**src/rtl/tpu_pkg.sv**
```systemverilog
// Shared definitions for the TPU datapath: weight word format and the
// weight feeder state encoding.
package tpu_pkg;

  // Weights are Q8.8 fixed point: 8 integer bits, 8 fractional bits.
  localparam int DATA_W    = 16;
  localparam int FRAC_BITS = 8;

  typedef enum logic [1:0] {
    WF_IDLE   = 2'd0,
    WF_LOAD   = 2'd1,
    WF_PRIMED = 2'd2,
    WF_SWITCH = 2'd3
  } wf_state_e;

endpackage : tpu_pkg

```
**src/rtl/weight_feeder.sv**
```systemverilog
// Streams one weight tile (last row first) into a PE column through a
// registered shift port, then issues a single-cycle switch to activate it.
module weight_feeder #(
  parameter int ROWS   = 2,
  parameter int DATA_W = tpu_pkg::DATA_W
) (
  input  logic              clk,
  input  logic              rst,
  input  logic              wf_start_in,
  input  logic              wf_weight_valid_in,
  input  logic [DATA_W-1:0] wf_weight_in,
  output logic              wf_weight_ready_out,
  input  logic              wf_switch_req_in,
  output logic [DATA_W-1:0] wf_weight_out,
  output logic              wf_accept_w_out,
  output logic              wf_switch_out,
  output logic              wf_busy_out,
  output logic              wf_done_out
);
  import tpu_pkg::*;

  localparam int CNT_W = $clog2(ROWS + 1);
  localparam logic [CNT_W-1:0] LAST_ROW = CNT_W'(ROWS - 1);

  wf_state_e         state_q, state_d;
  logic [CNT_W-1:0]  cnt_q, cnt_d;
  logic [DATA_W-1:0] weight_q, weight_d;
  logic              accept_q, accept_d;
  logic              xfer;

  // Ready is a pure function of state, so a transfer is just valid while loading.
  assign xfer = (state_q == WF_LOAD) && wf_weight_valid_in;

  always_comb begin
    // NOTE: every next-state signal gets a default first so no path leaves it
    // unassigned; otherwise synthesis infers a latch.
    state_d  = state_q;
    cnt_d    = cnt_q;
    weight_d = weight_q;
    accept_d = 1'b0;

    unique case (state_q)
      WF_IDLE: begin
        if (wf_start_in) begin
          state_d = WF_LOAD;
          cnt_d   = '0;
        end
      end
      WF_LOAD: begin
        if (xfer) begin
          weight_d = wf_weight_in;
          accept_d = 1'b1;
          cnt_d    = cnt_q + CNT_W'(1);
          if (cnt_q == LAST_ROW) state_d = WF_PRIMED;
        end
      end
      WF_PRIMED: begin
        if (wf_switch_req_in) state_d = WF_SWITCH;
      end
      WF_SWITCH: begin
        state_d = WF_IDLE;
      end
      default: begin
        state_d = WF_IDLE;
      end
    endcase
  end

  always_ff @(posedge clk) begin
    // NOTE: non-blocking assignments so every register samples pre-edge values.
    if (rst) begin
      state_q  <= WF_IDLE;
      cnt_q    <= '0;
      weight_q <= '0;
      accept_q <= 1'b0;
    end else begin
      state_q  <= state_d;
      cnt_q    <= cnt_d;
      weight_q <= weight_d;
      accept_q <= accept_d;
    end
  end

  // The last transfer lands in PRIMED, so accept and switch can never overlap.
  assign wf_weight_ready_out = (state_q == WF_LOAD);
  assign wf_weight_out       = weight_q;
  assign wf_accept_w_out     = accept_q;
  assign wf_switch_out       = (state_q == WF_SWITCH);
  assign wf_done_out         = (state_q == WF_SWITCH);
  assign wf_busy_out         = (state_q != WF_IDLE);

endmodule : weight_feeder

```
**config.mk**
```make
export PLATFORM = sky130hd
export DESIGN_NAME = weight_feeder
export DESIGN_NICKNAME = d
export VERILOG_FILES = /design/src/rtl/tpu_pkg.sv /design/src/rtl/weight_feeder.sv
export SDC_FILE = /design/constraint.sdc
export NUM_CORES = 1
export LEC_CHECK = 0
export BUFFER_PORTS_ARGS = -buffer_cell sky130_fd_sc_hd__buf_2
export CAP_MARGIN = 30
export CORE_ASPECT_RATIO = 1.4
export CORE_MARGIN = 8
export CORE_UTILIZATION = 30
export CTS_CLUSTER_DIAMETER = 60
export DETAILED_ROUTE_END_ITERATION = 12
export MAX_ROUTING_LAYER = met4
export SLEW_MARGIN = 20
export SYNTH_ARGS = -nofsm -noshare
export SYNTH_HDL_FRONTEND = slang
export SYNTH_SLANG_ARGS = --single-unit
```
**constraint.sdc**
```tcl
create_clock -name clk -period 3.4 [get_ports clk]
set_input_delay 0.34 -clock clk [delete_from_list [all_inputs] [get_ports clk]]
set_output_delay 0.34 -clock clk [all_outputs]
set_load 0.01 [all_outputs]
```
==> impl_metrics.tcl <==
set metrics [dict create \
    yosysSeqAreaShare 0.4468 \
    synth_area_per_cell_sq_um 8.327 \
    viasPerCell 4.471 \
    die_h_microns 82.27 \
    cpLargestDelayFamily "flip-flops" \
    hold_start "wf_weight_in[10]" \
    core_area_sq_um 3063 \
    routabilityCongestion 0.8253 \
    worst_r2r_startpoint "state_q[0]" \
    tns_ns 0 \
    synth-seq-cells 21 \
    hold_path_class "input port to flop" \
    dp_cells 187 \
    synthFlopType "dfxtp_1" \
    grt_pass1_wl_microns 3898 \
    p_leak_nw 0.5596 \
    min_path_cells 3 \
    synthArstFlopShare 0 \
    critPathKind "flop to flop" \
    clkTransAtPathRegs_ns 0.07 \
    worst-endpoint-required_ns 3.59 \
    antenna_found_initial 0 \
    cts_made_buffers 3 \
    max_slew_margin 0.6255 \
    cts.sinks 21 \
    antenna_cells 0 \
    regArea_sq_um 420.4 \
    post-layout-total-power_mw 0.7609 \
    multi_input_area_sq_um 464.2 \
    path_buf_inv 1 \
    area_growth_pct 28.19 \
    first_pass_iters 4 \
    drc 0 \
    start_util 0.3072 \
    synth_area_leaders "dfxtp_1 45%, nand2_1 14%, a21oi_1 9.6%, ha_1 9.3%, a2111oi_4 2.9%" \
    fillers 350 \
    status "completed" \
    worstMarginPinSlew_ns 0.5604 \
    cap_violations 0 \
    synth_top_area_frac 0.4468 \
    grt_pass1_vias 910 \
    slowest_stage "dfxtp_1" \
    hold_viol 0 \
    ant_nets 0 \
    cp-start-kind "flop" \
    dieArea_sq_um 5210 \
    synthCells 113 \
    die_w_microns 63.33 \
    syn_nets 141 \
    ys.warnings.count 0 \
    final_cells 191 \
    max_stage_delay_ns 0.42 \
    setup_violations 0 \
    r2r_cells 5 \
    holdBufCountCts 0 \
    crit_fanout 5 \
    ys_types 19 \
    rsz0062_at_grt "false" \
    crit_chain "inv_1 -> ha_1 -> nor2b_4 -> a2111oi_4 -> mux2i_1" \
    drive_gt1_frac 0.3092 \
    clock_path_buffers 2 \
    vias 854 \
    grtUsageTotal 0.09488 \
    r2r_slack_ns 1.80 \
    drtIter0Drc 38 \
    dp_hpwl_microns 1869 \
    powerDensity_nw_per_um2 630.8 \
    drt-total-wl_microns 2311 \
    synth_edf_count 0 \
    rows 24 \
    rr_endpoint "state_q[0]" \
    cts_tree "built" \
    cts_resized 0 \
    cts_setup_buffers 0 \
    num_io_pins 42 \
    skew_ns 0.003711 \
    grt_overflow 0 \
    endpoint_kind "flop" \
    fmax_mhz 626.2 \
    timing.final.crit_share 0.4697 \
    arrival_ns 1.78 \
    yosys.area.top_type "dfxtp_1" \
    portBuffers 41 \
    drv_slew 0 \
    fin_util 0.3938 \
    grt_max_degree 21 \
    min_period_ns 1.597 \
    clockRootBuffer "clkbuf_8" \
    clk_latency_ns 0.25 \
    htree_levels 1 \
    routedWlPerCell_microns 12.10 \
    nets 181 \
    netlist_area_sq_um 940.9 \
    whs_endpoint "wf_weight_out[10]" \
    ir_drop_mv 0.3230 \
]
[cell usage after synthesis, types with 2 or more instances]
cell type,n
nand2_1,36
dfxtp_1,21
a21oi_1,18
ha_1,7
inv_1,6
nor2b_1,4
buf_2,3
buf_4,2
mux2i_1,2
nand2b_1,2
nand4_1,2
nor2_1,2
o31ai_1,2
[sequential cells by signal (all words and copies together) (netlist names)]
name and count:
wf_weight_out 16, cnt_q 2, state_q 2, wf_accept_w_out 1
[placed cells by master, fill, tap and decap left out]
cell type  count
nand2_1       36
nor2b_1        4
nand4_1        2
o31ai_1        2
a21oi_1       18
and2_1         1
dfxtp_1       21
nor2_1         2
nor2b_4        1
or2_2          1
nand2b_1       2
buf_2         41
ha_1           7
clkbuf_1       1
a2111oi_4      1
o21ai_0        1
inv_1          6
clkbuf_8       3
mux2i_1        2
[power by group]
| part | switching, mW | internal, mW |
|---|---|---|
| Clock | 0.0751 | 0.0832 |
| Combinational | 0.165 | 0.129 |
| Sequential | 0.0261 | 0.283 |
[layer usage]
layer  track usage  routed length, microns  up-vias
met4       0.04027                      16        0
met5             -                       0        -
li1              -                       -      440
met1       0.09565                     972      384
met2        0.1628                    1155       28
met3       0.03644                     166        2
[final cells by class]
cell class              count  share of cell area
repair buffers             41              0.1701
flip-flops and latches     21              0.3485
multi-input cells          80              0.3849
clock buffers               4             0.03734
inverters                   6             0.01867
well taps                  39             0.04046
[worst register-to-register path, delay by kind of cell, from the launching register on]
family,cells,cell delay (ns)
simple gates,1,0.15
flops,1,0.42
buf+inv,1,0.11
mux,1,0.22
compound gates,1,0.37
fa+ha+maj,1,0.26
[metrics by stage]
stage	hold slack, ns	cell area [sq um]	worst slack [ns]
6_report	0.3206	1206	1.803
5_1_grt	0.3204	1206	1.616
4_1_cts	0.3149	1206	1.783
3_5_place_dp	0.4447	1161	1.795
3_3_place_gp	0.4412	1161	1.874
2_1_floorplan	0.4440	940.9	1.936
[worst max-delay path by stage]
stage / endpoint / depth (start not counted) / from / slack (ns)
floorplan: state_q[0] / 5 / state_q[0] / 1.94
global placement: state_q[0] / 5 / state_q[0] / 1.87
detailed placement: state_q[1] / 5 / state_q[0] / 1.79
CTS: state_q[0] / 5 / state_q[0] / 1.78
global route: wf_weight_out[8] / 5 / state_q[1] / 1.62
finish: state_q[0] / 5 / state_q[0] / 1.80
[logic make-up (layout without fill, tap and decap cells)]
| logic type | Yosys count | after routing | synth area share |
|---|---|---|---|
| buf+inv | 12 | 51 | 0.05983 |
| simple gates | 49 | 49 | 0.2327 |
| compound gates | 22 | 22 | 0.1463 |
| mux | 2 | 2 | 0.02128 |
| fa+ha+maj | 7 | 7 | 0.09308 |
| flops | 21 | 21 | 0.4468 |
Note: power is estimated with default switching activity, not from simulation.
